==> src/rtl/recorder_mem_arbiter_pkg.sv <==
// rtl/recorder_mem_arbiter_pkg.sv - shared types and constants for the recorder memory arbiter
package recorder_mem_arbiter_pkg;

  localparam int NR_OF_REQUESTERS_C = 2;

  typedef enum logic [1:0] {
    WR_IDLE = 2'd0,
    WR_ADDR = 2'd1,
    WR_DATA = 2'd2
  } wr_state_t;

  typedef enum logic [1:0] {
    RD_IDLE = 2'd0,
    RD_ADDR = 2'd1,
    RD_DATA = 2'd2
  } rd_state_t;

endpackage

==> src/rtl/recorder_mem_arbiter_if.sv <==
// rtl/recorder_mem_arbiter_if.sv - single-beat AXI port bundle (AW/W/AR/R, no B channel)
interface recorder_mem_arbiter_if #(
  parameter int ID_W   = 4,
  parameter int ADDR_W = 32,
  parameter int DATA_W = 32,
  parameter int STRB_W = DATA_W / 8
);
  logic [ID_W-1:0]   awid;
  logic [ADDR_W-1:0] awaddr;
  logic [7:0]        awlen;
  logic              awvalid;
  logic              awready;
  logic [DATA_W-1:0] wdata;
  logic [STRB_W-1:0] wstrb;
  logic              wlast;
  logic              wvalid;
  logic              wready;
  logic [ID_W-1:0]   arid;
  logic [ADDR_W-1:0] araddr;
  logic [7:0]        arlen;
  logic              arvalid;
  logic              arready;
  logic [ID_W-1:0]   rid;
  logic [DATA_W-1:0] rdata;
  logic              rlast;
  logic              rvalid;
  logic              rready;

  modport master (
    output awid, awaddr, awlen, awvalid, input awready,
    output wdata, wstrb, wlast, wvalid, input wready,
    output arid, araddr, arlen, arvalid, input arready,
    input rid, rdata, rlast, rvalid, output rready
  );

  modport slave (
    input awid, awaddr, awlen, awvalid, output awready,
    input wdata, wstrb, wlast, wvalid, output wready,
    input arid, araddr, arlen, arvalid, output arready,
    output rid, rdata, rlast, rvalid, input rready
  );
endinterface

==> src/rtl/recorder_mem_arbiter_rr_arbiter_2.sv <==
// rtl/recorder_mem_arbiter_rr_arbiter_2.sv - two-input round-robin picker with registered last winner
module rr_arbiter_2
  import recorder_mem_arbiter_pkg::*;
(
  input  logic                          clk,
  input  logic                          rst_n,
  input  logic [NR_OF_REQUESTERS_C-1:0] req,
  input  logic                          update,
  input  logic                          upd_idx,
  output logic                          gnt
);

  logic last;

  // On a tie the side that did not win last time goes next.
  always_comb begin
    gnt = 1'b0;
    case (req)
      2'b10:   gnt = 1'b1;
      2'b11:   gnt = ~last;
      default: gnt = 1'b0;
    endcase
  end

  always_ff @(posedge clk or negedge rst_n) begin
    if (!rst_n) begin
      last <= 1'b1;
    end else if (update) begin
      last <= upd_idx;
    end
  end

endmodule

==> src/rtl/recorder_mem_arbiter.sv <==
// rtl/recorder_mem_arbiter.sv - shares one AXI memory port between two single-beat recorders
module recorder_mem_arbiter
  import recorder_mem_arbiter_pkg::*;
#(
  parameter int AXI_ID_WIDTH_P   = 4,
  parameter int AXI_ADDR_WIDTH_P = 32,
  parameter int AXI_DATA_WIDTH_P = 32,
  parameter int AXI_STRB_WIDTH_P = AXI_DATA_WIDTH_P / 8
) (
  input  logic                          clk,
  input  logic                          rst_n,
  recorder_mem_arbiter_if.slave         rec0,
  recorder_mem_arbiter_if.slave         rec1,
  recorder_mem_arbiter_if.master        mem,
  output logic                          sr_wr_owner,
  output logic                          sr_rd_owner
);

  wr_state_t wr_state;
  rd_state_t rd_state;
  logic      wr_gnt, rd_gnt;
  logic      wr_pick, rd_pick;
  logic      wr_done, rd_done;

  logic [AXI_ID_WIDTH_P-1:0]   aw_id_sel, ar_id_sel;
  logic [AXI_ADDR_WIDTH_P-1:0] aw_addr_sel, ar_addr_sel;
  logic [AXI_DATA_WIDTH_P-1:0] w_data_sel;
  logic [AXI_STRB_WIDTH_P-1:0] w_strb_sel;
  logic                        w_valid_sel, w_last_sel, r_ready_sel;

  assign aw_id_sel   = wr_gnt ? rec1.awid   : rec0.awid;
  assign aw_addr_sel = wr_gnt ? rec1.awaddr : rec0.awaddr;
  assign w_data_sel  = wr_gnt ? rec1.wdata  : rec0.wdata;
  assign w_strb_sel  = wr_gnt ? rec1.wstrb  : rec0.wstrb;
  assign w_valid_sel = wr_gnt ? rec1.wvalid : rec0.wvalid;
  assign w_last_sel  = wr_gnt ? rec1.wlast  : rec0.wlast;
  assign ar_id_sel   = rd_gnt ? rec1.arid   : rec0.arid;
  assign ar_addr_sel = rd_gnt ? rec1.araddr : rec0.araddr;
  assign r_ready_sel = rd_gnt ? rec1.rready : rec0.rready;

  assign wr_done = (wr_state == WR_DATA) && w_valid_sel && mem.wready && w_last_sel;
  assign rd_done = (rd_state == RD_DATA) && mem.rvalid && r_ready_sel && mem.rlast;

  rr_arbiter_2 u_wr_arb (
    .clk     (clk),
    .rst_n   (rst_n),
    .req     ({rec1.awvalid, rec0.awvalid}),
    .update  (wr_done),
    .upd_idx (wr_gnt),
    .gnt     (wr_pick)
  );

  rr_arbiter_2 u_rd_arb (
    .clk     (clk),
    .rst_n   (rst_n),
    .req     ({rec1.arvalid, rec0.arvalid}),
    .update  (rd_done),
    .upd_idx (rd_gnt),
    .gnt     (rd_pick)
  );

  always_ff @(posedge clk or negedge rst_n) begin
    if (!rst_n) begin
      wr_state <= WR_IDLE;
      wr_gnt   <= 1'b0;
    end else begin
      case (wr_state)
        WR_IDLE: if (rec0.awvalid || rec1.awvalid) begin
          wr_gnt   <= wr_pick;
          wr_state <= WR_ADDR;
        end
        WR_ADDR: if (mem.awvalid && mem.awready) wr_state <= WR_DATA;
        WR_DATA: if (wr_done) wr_state <= WR_IDLE;
        default: wr_state <= WR_IDLE;
      endcase
    end
  end

  always_ff @(posedge clk or negedge rst_n) begin
    if (!rst_n) begin
      rd_state <= RD_IDLE;
      rd_gnt   <= 1'b0;
    end else begin
      case (rd_state)
        RD_IDLE: if (rec0.arvalid || rec1.arvalid) begin
          rd_gnt   <= rd_pick;
          rd_state <= RD_ADDR;
        end
        RD_ADDR: if (mem.arvalid && mem.arready) rd_state <= RD_DATA;
        RD_DATA: if (rd_done) rd_state <= RD_IDLE;
        default: rd_state <= RD_IDLE;
      endcase
    end
  end

  // Payloads are forced to zero outside their phase so idle/reset outputs are clean.
  always_comb begin
    mem.awid     = '0;
    mem.awaddr   = '0;
    mem.awlen    = '0;
    mem.awvalid  = 1'b0;
    mem.wdata    = '0;
    mem.wstrb    = '0;
    mem.wlast    = 1'b0;
    mem.wvalid   = 1'b0;
    rec0.awready = 1'b0;
    rec1.awready = 1'b0;
    rec0.wready  = 1'b0;
    rec1.wready  = 1'b0;
    if (wr_state == WR_ADDR) begin
      mem.awid    = aw_id_sel;
      mem.awaddr  = aw_addr_sel;
      mem.awlen   = wr_gnt ? rec1.awlen : rec0.awlen;
      mem.awvalid = wr_gnt ? rec1.awvalid : rec0.awvalid;
      if (wr_gnt) rec1.awready = mem.awready;
      else        rec0.awready = mem.awready;
    end
    if (wr_state == WR_DATA) begin
      mem.wdata  = w_data_sel;
      mem.wstrb  = w_strb_sel;
      mem.wlast  = w_last_sel;
      mem.wvalid = w_valid_sel;
      if (wr_gnt) rec1.wready = mem.wready;
      else        rec0.wready = mem.wready;
    end
  end

  // R beats follow the grant, never rid.
  always_comb begin
    mem.arid     = '0;
    mem.araddr   = '0;
    mem.arlen    = '0;
    mem.arvalid  = 1'b0;
    mem.rready   = 1'b0;
    rec0.arready = 1'b0;
    rec1.arready = 1'b0;
    rec0.rid     = '0;
    rec0.rdata   = '0;
    rec0.rlast   = 1'b0;
    rec0.rvalid  = 1'b0;
    rec1.rid     = '0;
    rec1.rdata   = '0;
    rec1.rlast   = 1'b0;
    rec1.rvalid  = 1'b0;
    if (rd_state == RD_ADDR) begin
      mem.arid    = ar_id_sel;
      mem.araddr  = ar_addr_sel;
      mem.arlen   = rd_gnt ? rec1.arlen : rec0.arlen;
      mem.arvalid = rd_gnt ? rec1.arvalid : rec0.arvalid;
      if (rd_gnt) rec1.arready = mem.arready;
      else        rec0.arready = mem.arready;
    end
    if (rd_state == RD_DATA) begin
      mem.rready = r_ready_sel;
      if (rd_gnt) begin
        rec1.rid    = mem.rid;
        rec1.rdata  = mem.rdata;
        rec1.rlast  = mem.rlast;
        rec1.rvalid = mem.rvalid;
      end else begin
        rec0.rid    = mem.rid;
        rec0.rdata  = mem.rdata;
        rec0.rlast  = mem.rlast;
        rec0.rvalid = mem.rvalid;
      end
    end
  end

  assign sr_wr_owner = wr_gnt;
  assign sr_rd_owner = rd_gnt;

endmodule
==> src/flat_wrapper.sv <==
// flat-port wrapper written by rule: the top's interface ports become plain ports
module recorder_mem_arbiter_flat import recorder_mem_arbiter_pkg::*;
#(
  parameter int AXI_ID_WIDTH_P   = 4,
  parameter int AXI_ADDR_WIDTH_P = 32,
  parameter int AXI_DATA_WIDTH_P = 32,
  parameter int AXI_STRB_WIDTH_P = AXI_DATA_WIDTH_P / 8
)
  (clk, rst_n, sr_wr_owner, sr_rd_owner, rec0_awid, rec0_awaddr, rec0_awlen, rec0_awvalid, rec0_awready, rec0_wdata, rec0_wstrb, rec0_wlast, rec0_wvalid, rec0_wready, rec0_arid, rec0_araddr, rec0_arlen, rec0_arvalid, rec0_arready, rec0_rid, rec0_rdata, rec0_rlast, rec0_rvalid, rec0_rready, rec1_awid, rec1_awaddr, rec1_awlen, rec1_awvalid, rec1_awready, rec1_wdata, rec1_wstrb, rec1_wlast, rec1_wvalid, rec1_wready, rec1_arid, rec1_araddr, rec1_arlen, rec1_arvalid, rec1_arready, rec1_rid, rec1_rdata, rec1_rlast, rec1_rvalid, rec1_rready, mem_awid, mem_awaddr, mem_awlen, mem_awvalid, mem_awready, mem_wdata, mem_wstrb, mem_wlast, mem_wvalid, mem_wready, mem_arid, mem_araddr, mem_arlen, mem_arvalid, mem_arready, mem_rid, mem_rdata, mem_rlast, mem_rvalid, mem_rready);
  recorder_mem_arbiter_if rec0_i ();
  recorder_mem_arbiter_if rec1_i ();
  recorder_mem_arbiter_if mem_i ();
  input  logic clk;
  input  logic rst_n;
  output logic sr_wr_owner;
  output logic sr_rd_owner;
  input wire logic [$bits(rec0_i.awid)-1:0] rec0_awid;
  input wire logic [$bits(rec0_i.awaddr)-1:0] rec0_awaddr;
  input wire logic [$bits(rec0_i.awlen)-1:0] rec0_awlen;
  input wire logic [$bits(rec0_i.awvalid)-1:0] rec0_awvalid;
  output wire logic [$bits(rec0_i.awready)-1:0] rec0_awready;
  input wire logic [$bits(rec0_i.wdata)-1:0] rec0_wdata;
  input wire logic [$bits(rec0_i.wstrb)-1:0] rec0_wstrb;
  input wire logic [$bits(rec0_i.wlast)-1:0] rec0_wlast;
  input wire logic [$bits(rec0_i.wvalid)-1:0] rec0_wvalid;
  output wire logic [$bits(rec0_i.wready)-1:0] rec0_wready;
  input wire logic [$bits(rec0_i.arid)-1:0] rec0_arid;
  input wire logic [$bits(rec0_i.araddr)-1:0] rec0_araddr;
  input wire logic [$bits(rec0_i.arlen)-1:0] rec0_arlen;
  input wire logic [$bits(rec0_i.arvalid)-1:0] rec0_arvalid;
  output wire logic [$bits(rec0_i.arready)-1:0] rec0_arready;
  output wire logic [$bits(rec0_i.rid)-1:0] rec0_rid;
  output wire logic [$bits(rec0_i.rdata)-1:0] rec0_rdata;
  output wire logic [$bits(rec0_i.rlast)-1:0] rec0_rlast;
  output wire logic [$bits(rec0_i.rvalid)-1:0] rec0_rvalid;
  input wire logic [$bits(rec0_i.rready)-1:0] rec0_rready;
  input wire logic [$bits(rec1_i.awid)-1:0] rec1_awid;
  input wire logic [$bits(rec1_i.awaddr)-1:0] rec1_awaddr;
  input wire logic [$bits(rec1_i.awlen)-1:0] rec1_awlen;
  input wire logic [$bits(rec1_i.awvalid)-1:0] rec1_awvalid;
  output wire logic [$bits(rec1_i.awready)-1:0] rec1_awready;
  input wire logic [$bits(rec1_i.wdata)-1:0] rec1_wdata;
  input wire logic [$bits(rec1_i.wstrb)-1:0] rec1_wstrb;
  input wire logic [$bits(rec1_i.wlast)-1:0] rec1_wlast;
  input wire logic [$bits(rec1_i.wvalid)-1:0] rec1_wvalid;
  output wire logic [$bits(rec1_i.wready)-1:0] rec1_wready;
  input wire logic [$bits(rec1_i.arid)-1:0] rec1_arid;
  input wire logic [$bits(rec1_i.araddr)-1:0] rec1_araddr;
  input wire logic [$bits(rec1_i.arlen)-1:0] rec1_arlen;
  input wire logic [$bits(rec1_i.arvalid)-1:0] rec1_arvalid;
  output wire logic [$bits(rec1_i.arready)-1:0] rec1_arready;
  output wire logic [$bits(rec1_i.rid)-1:0] rec1_rid;
  output wire logic [$bits(rec1_i.rdata)-1:0] rec1_rdata;
  output wire logic [$bits(rec1_i.rlast)-1:0] rec1_rlast;
  output wire logic [$bits(rec1_i.rvalid)-1:0] rec1_rvalid;
  input wire logic [$bits(rec1_i.rready)-1:0] rec1_rready;
  output wire logic [$bits(mem_i.awid)-1:0] mem_awid;
  output wire logic [$bits(mem_i.awaddr)-1:0] mem_awaddr;
  output wire logic [$bits(mem_i.awlen)-1:0] mem_awlen;
  output wire logic [$bits(mem_i.awvalid)-1:0] mem_awvalid;
  input wire logic [$bits(mem_i.awready)-1:0] mem_awready;
  output wire logic [$bits(mem_i.wdata)-1:0] mem_wdata;
  output wire logic [$bits(mem_i.wstrb)-1:0] mem_wstrb;
  output wire logic [$bits(mem_i.wlast)-1:0] mem_wlast;
  output wire logic [$bits(mem_i.wvalid)-1:0] mem_wvalid;
  input wire logic [$bits(mem_i.wready)-1:0] mem_wready;
  output wire logic [$bits(mem_i.arid)-1:0] mem_arid;
  output wire logic [$bits(mem_i.araddr)-1:0] mem_araddr;
  output wire logic [$bits(mem_i.arlen)-1:0] mem_arlen;
  output wire logic [$bits(mem_i.arvalid)-1:0] mem_arvalid;
  input wire logic [$bits(mem_i.arready)-1:0] mem_arready;
  input wire logic [$bits(mem_i.rid)-1:0] mem_rid;
  input wire logic [$bits(mem_i.rdata)-1:0] mem_rdata;
  input wire logic [$bits(mem_i.rlast)-1:0] mem_rlast;
  input wire logic [$bits(mem_i.rvalid)-1:0] mem_rvalid;
  output wire logic [$bits(mem_i.rready)-1:0] mem_rready;
  assign rec0_i.awid = rec0_awid;
  assign rec0_i.awaddr = rec0_awaddr;
  assign rec0_i.awlen = rec0_awlen;
  assign rec0_i.awvalid = rec0_awvalid;
  assign rec0_awready = rec0_i.awready;
  assign rec0_i.wdata = rec0_wdata;
  assign rec0_i.wstrb = rec0_wstrb;
  assign rec0_i.wlast = rec0_wlast;
  assign rec0_i.wvalid = rec0_wvalid;
  assign rec0_wready = rec0_i.wready;
  assign rec0_i.arid = rec0_arid;
  assign rec0_i.araddr = rec0_araddr;
  assign rec0_i.arlen = rec0_arlen;
  assign rec0_i.arvalid = rec0_arvalid;
  assign rec0_arready = rec0_i.arready;
  assign rec0_rid = rec0_i.rid;
  assign rec0_rdata = rec0_i.rdata;
  assign rec0_rlast = rec0_i.rlast;
  assign rec0_rvalid = rec0_i.rvalid;
  assign rec0_i.rready = rec0_rready;
  assign rec1_i.awid = rec1_awid;
  assign rec1_i.awaddr = rec1_awaddr;
  assign rec1_i.awlen = rec1_awlen;
  assign rec1_i.awvalid = rec1_awvalid;
  assign rec1_awready = rec1_i.awready;
  assign rec1_i.wdata = rec1_wdata;
  assign rec1_i.wstrb = rec1_wstrb;
  assign rec1_i.wlast = rec1_wlast;
  assign rec1_i.wvalid = rec1_wvalid;
  assign rec1_wready = rec1_i.wready;
  assign rec1_i.arid = rec1_arid;
  assign rec1_i.araddr = rec1_araddr;
  assign rec1_i.arlen = rec1_arlen;
  assign rec1_i.arvalid = rec1_arvalid;
  assign rec1_arready = rec1_i.arready;
  assign rec1_rid = rec1_i.rid;
  assign rec1_rdata = rec1_i.rdata;
  assign rec1_rlast = rec1_i.rlast;
  assign rec1_rvalid = rec1_i.rvalid;
  assign rec1_i.rready = rec1_rready;
  assign mem_awid = mem_i.awid;
  assign mem_awaddr = mem_i.awaddr;
  assign mem_awlen = mem_i.awlen;
  assign mem_awvalid = mem_i.awvalid;
  assign mem_i.awready = mem_awready;
  assign mem_wdata = mem_i.wdata;
  assign mem_wstrb = mem_i.wstrb;
  assign mem_wlast = mem_i.wlast;
  assign mem_wvalid = mem_i.wvalid;
  assign mem_i.wready = mem_wready;
  assign mem_arid = mem_i.arid;
  assign mem_araddr = mem_i.araddr;
  assign mem_arlen = mem_i.arlen;
  assign mem_arvalid = mem_i.arvalid;
  assign mem_i.arready = mem_arready;
  assign mem_i.rid = mem_rid;
  assign mem_i.rdata = mem_rdata;
  assign mem_i.rlast = mem_rlast;
  assign mem_i.rvalid = mem_rvalid;
  assign mem_rready = mem_i.rready;
  recorder_mem_arbiter #(.AXI_ID_WIDTH_P(AXI_ID_WIDTH_P), .AXI_ADDR_WIDTH_P(AXI_ADDR_WIDTH_P), .AXI_DATA_WIDTH_P(AXI_DATA_WIDTH_P), .AXI_STRB_WIDTH_P(AXI_STRB_WIDTH_P)) u_core (.clk(clk), .rst_n(rst_n), .rec0(rec0_i), .rec1(rec1_i), .mem(mem_i), .sr_wr_owner(sr_wr_owner), .sr_rd_owner(sr_rd_owner));
endmodule
==> config.mk <==
export PLATFORM = sky130hd
export DESIGN_NAME = recorder_mem_arbiter_flat
export DESIGN_NICKNAME = d
export VERILOG_FILES = /design/src/rtl/recorder_mem_arbiter_pkg.sv /design/src/rtl/recorder_mem_arbiter_if.sv /design/src/rtl/recorder_mem_arbiter_rr_arbiter_2.sv /design/src/rtl/recorder_mem_arbiter.sv /design/src/flat_wrapper.sv
export SDC_FILE = /design/constraint.sdc
export NUM_CORES = 1
export LEC_CHECK = 0
export BUFFER_PORTS_ARGS = -buffer_cell sky130_fd_sc_hd__buf_4
export CORE_AREA = 2 2 200 202
export DETAILED_ROUTE_END_ITERATION = 8
export DIE_AREA = 0 0 202 204
export GPL_TIMING_DRIVEN = 0
export PLACE_DENSITY_LB_ADDON = 0.05
export SETUP_SLACK_MARGIN = 0.15
export SLEW_MARGIN = 20
export SYNTH_ARGS = -nofsm -noshare
export SYNTH_HDL_FRONTEND = slang
export SYNTH_HIERARCHICAL = 1
export SYNTH_SLANG_ARGS = --single-unit
==> constraint.sdc <==
create_clock -name clk -period 2.7 [get_ports clk]
set_input_delay 0.54 -clock clk [delete_from_list [all_inputs] [get_ports clk]]
set_output_delay 0.54 -clock clk [all_outputs]
set_load 0.02 [all_outputs]
[Yosys cells after proc, flatten, opt, wreduce, memory -nomap -nowiden]
Cells that the tools add are included.
Word-level totals
  register bits after elaboration: 8
  output and inout bits: 213
Operators by class
  eq/ne operators: 14
  mux-type cells: 64
  bitwise gates (word level): 2
  reductions and logical operators: 16
Operators with widths (number)
  32-bit two-way mux: 10
  4-bit two-way mux: 10
  8-bit two-way mux: 4
  1-bit two-way mux: 30
  2-bit equality test (second input constant): 6
  2-bit two-way mux: 6
  2-bit one-hot mux with 3 select lines: 2
  2-bit by 1-bit inequality test with 1-bit output (second input constant): 5
  1-bit logical AND: 8
  3-bit AND reduction: 2
  2-bit by 1-bit equality test with 1-bit output (second input constant): 2
  2-bit logical NOT: 2
  1-bit one-hot mux with 2 select lines: 2
  2-bit AND reduction: 2
  1-bit logical OR: 2
  2-bit inequality test (second input constant): 1
  1-bit inverter: 2

[Depth between registers and ports, before layout]
  word-level depth: 6
  depth in mapped cells: 6
  gate-level depth less buffers: 4

[Hierarchy]
The synthesis kept the hierarchy.
Modules (own cells, without submodules)
  recorder_mem_arbiter: times used 1, cells an instance 414, area an instance 2960.3 um^2, seq. area each 150.1 um^2
  rr_arbiter_2: times used 2, cells an instance 3, area an instance 48.8 um^2, seq. area each 26.3 um^2

[Worst setup path before layout]
Ideal clock, no wire load.
  path kind: register -> output
  from: reg u_core.wr_gnt (netlist: u_core/sr_wr_owner)
  to: out rec0_awready
  data arrival time: 1448 ps
  path slack: 712 ps
  stages on the path, launching flop included: 5
  buffers on the path: 3
  path through: dfrtp_1 -> buf_4 -> buf_6 -> buf_6 -> nor3b_1
On the way
  cells in the longest elaborated chain, start to end: 2
Ends and longest elaborated chain
  start, declared: RTL line recorder_mem_arbiter.sv:21  | logic wr_gnt, rd_gnt;
  start signal, assigned: RTL line recorder_mem_arbiter.sv:69  | wr_gnt <= wr_pick;
  1-bit two-way mux: RTL line recorder_mem_arbiter.sv:115  | if (wr_gnt) rec1.awready = mem.awready;
  1-bit two-way mux: RTL line recorder_mem_arbiter.sv:110  | if (wr_state == WR_ADDR) begin
  end, declared: RTL line flat_wrapper.sv:21  | output wire logic [$bits(rec0_i.awready)-1:0] rec0_awready;
No other way between the ends.

[Final worst setup path]
  from: reg u_core.wr_state[1]
  to: out mem_awaddr[7]
On the way
  cells in the longest elaborated chain, start to end: 2
Ends and longest elaborated chain
  start, declared: RTL line recorder_mem_arbiter.sv:19  | wr_state_t wr_state;
  start signal, assigned: RTL line recorder_mem_arbiter.sv:64  | wr_state <= WR_IDLE;
  start signal, assigned: RTL line recorder_mem_arbiter.sv:70  | wr_state <= WR_ADDR;
  start signal, assigned: RTL line recorder_mem_arbiter.sv:72  | WR_ADDR: if (mem.awvalid && mem.awready) wr_state <= WR_DATA;
  2-bit by 1-bit equality test with 1-bit output: RTL line recorder_mem_arbiter.sv:110
  32-bit two-way mux: RTL line recorder_mem_arbiter.sv:110
  end, declared: RTL line flat_wrapper.sv:58  | output wire logic [$bits(mem_i.awaddr)-1:0] mem_awaddr;
No other way between the ends.

==> key figures <==
Placement
  • IO buf count: between 500 and 600
  • Post-DP HPWL: around 20000 µm
  • Placed cells: ~1500
  • Gpl congestion: around 0.76

Power
  • Tot Pwr: 6.24 mW
  • Peak VDD IR: about 0.37 mV
  • Pleak: between 4 and 5 nW
  • P per Cell Area: 816 nW/µm²

CTS
  • Clock latency on the worst-skew pair: 230 ps
  • Clock Tree Buf Depth: 2
  • Root buffer cell: clkbuf_16
  • CTS tree: built
  • Cts hold-fix bufs: 0
  • Buffer count from post-CTS setup fixing: 0
  • Clock transition at path regs: 40 ps
  • Total CTS buffers: 3
  • Num Clock Sinks: 8
  • Cts repair resizes: 0
  • H-tree depth: 1

Yosys
  • Post-Synth Simple-Gate Area: a little under two fifths
  • Syn_nets: 721
  • XOR/XNOR share of the synthesized area: 0%
  • Post-Syn Area: ~3000 µm²
  • Compound-cell area share of the yosys netlist: under 10%
  • Post-synthesis sequential area ratio: about 6.6%
  • Post-synthesis average cell area: 7.28 µm²
  • Distinct cells, synth: 29
  • Synthesized flop and latch total: 8
  • Mux contribution to synthesized area: between 40% and 50%
  • Synth warn: 6
  • Mapped Cells: 420
  • Main combinational cell family by area after synthesis: multiplexers
  • Adder-Cell Fraction of Synth Area: 0%

Timing
  • Final hold violations: 0
  • Slew HR: between 60% and 70%
  • Hold Slack: 132 ps
  • Slew @ Worst Pin: around 500 ps
  • F_max: roughly 0.46 GHz
  • Setup TNS Final: 0 ps
  • Slew Limit Fails: 0
  • # setup viols final: 0
  • RSZ-0062 raised after global routing: no
  • Tcrit/Tclk final: around four fifths
  • Final critical-path required period: ~2200 ps
  • Skew final: 0.169 ps

Global route
  • GR met1 Demand/Resource: between 8 and 9%
  • Largest net degree at the start of global routing: 11
  • GR Util met3: 4.45%
  • First-pass GRT wire length: ~32000 µm
  • Vias in the first global route: ~5000
  • GR peak layer: met2
  • GRT overflow: 0
  • Initial antenna violation count: 0
  • Tot GR Track Use: between 10% and 20%
  • M2 GR Usage: between 20% and 30%

Floorplanning
  • DIE AREA: just over 40000 µm²
  • Core region area: a little under 40000 µm²
  • Die height: ~200 µm
  • Initial Utilization: just under 8%
  • Die width: 202 µm
  • Rows: 73
  • IO Pins: 514

Finish
  • Most common cell after layout, fill and taps aside: buf_4
  • Post-layout util: about a fifth
  • Fillers: approximately 4500
  • Nets: between 1000 and 1500
  • Non-Filler Instances: between 1000 and 1500
  • Area grow syn2layout: 150%
  • Commonest non-fill, non-tap cells in the layout: buf_4, nor2_1, mux2i_1
  • Fraction of layout cells with a size suffix above 1: about 60%
  • Diodes inserted: 0

Route
  • DRT Wirelength: about 23000 µm
  • Residual DRC count: 0
  • 1st-iter DRT viols: 127
  • Vias per inst: 3.30
  • Vias: ~4800
  • First-pass DRT Iterations: 4
  • Antenna viol nets, final: 0
  • WL/cell: 15.6 µm

Critical path
  • Critical path type: reg2out
  • Crit path DAT: between 1500 and 2000 ps
  • Worst r2r dst: u_core/u_wr_arb/last
  • Worst Path Max Fanout: 10
  • Critical path origin: u_core/wr_state[1]
  • Worst reg2reg path depth: 5
  • Req. time, crit path: between 2000 and 2500 ps
  • R2r startpoint: u_core/sr_wr_owner
  • Flop2flop setup slack: between 1000 and 1500 ps
  • CP Launch Type: register
  • Critical Path Sink Type: output pin

Min path
  • Min-Delay Path Class: in2async

Run
  • Total of max-cap violations: 0

Run status
  • Status: completed
-- final cells by class --
class | count | area (µm²) | share of cell area [%]
Multi-Input combinational cell | 373 | 2520 | 33.0
Sequential cell | 8 | 203 | 2.65
Clock buffer | 3 | 75.1 | 0.982
Inverter | 1 | 3.75 | 0.0491
Buffer | 38 | 327 | 4.27
Timing Repair Buffer | 513 | 3850 | 50.4
Tap cell | 525 | 657 | 8.60
-- metal layers --
layer / vias to the layer above / part of all wire (%)
met5: - / 0
met4: 0 / 0.43
met3: 4 / 11
met2: 290 / 59
met1: 2111 / 29
li1: 2414 / -
-- worst max path at each step --
stage / to / slack, ps / depth (start not counted)
after global placement: mem_awaddr[7] / 680 / 5
final: mem_awaddr[7] / 510 / 5
after CTS: mem_awaddr[7] / 460 / 5
after floorplan: rec0_awready / 710 / 4
after detailed placement: mem_awaddr[7] / 710 / 5
after global routing: mem_araddr[10] / 410 / 5
-- Yosys cell counts --
cell type	number	area share (%)
inv_1	1	0.12
buf_2	10	1.6
a21boi_0	3	0.74
mux2i_1	129	42
clkbuf_1	1	0.12
nand2b_4	1	0.45
and4b_1	1	0.33
clkbuf_2	2	0.33
nor2_4	2	0.74
mux2_4	2	0.98
nand2b_1	4	0.82
dfrtp_1	6	4.9
nand3_1	1	0.16
o22ai_1	2	0.41
buf_8	5	2.5
nand2_1	3	0.37
nor2b_1	1	0.20
nor2_1	136	17
mux2_2	2	0.74
nor3_1	3	0.49
buf_4	10	2.5
a21oi_1	1	0.16
nor3b_1	1	0.25
and3_1	1	0.20
and2_1	76	16
o32ai_1	2	0.57
dfstp_2	2	1.7
buf_6	10	3.7
nand3b_1	2	0.49
-- metrics by stage --
stage,setup slack [ps],area [µm²]
after global placement,682,7570
after CTS,459,7640
final,508,7640
after floorplan,712,3060
after global routing,410,7640
after detailed placement,710,7570
-- flip-flops by register name, indices dropped and copies added (netlist names) --
| name | cells |
|---|---|
| u_core/rd_state | 2 |
| u_core/wr_state | 2 |
| u_core/sr_rd_owner | 1 |
| u_core/sr_wr_owner | 1 |
| u_core/u_rd_arb/last | 1 |
| u_core/u_wr_arb/last | 1 |
-- worst max-delay path, cell delays in order (launching register included) --
cell,delay (ps)
dfrtp_1,450
nand2b_1,190
buf_2,210
buf_2,210
nor2_1,180
buf_4,170
-- cells by family after synthesis --
| group | count (synthesis) |
|---|---|
| muxes | 133 |
| buffers and inverters | 39 |
| and+or+nand+nor | 232 |
| AOI/OAI and AO/OA | 8 |
| DFF | 8 |
-- report_power, final --
part / switching (mW) / internal [mW]
Clock: 0.0524 / 0.190
Sequential: 0.0724 / 0.183
Combinational: 3.18 / 2.56
Total: 3.30 / 2.93
(Power assumes the default switching activity.)
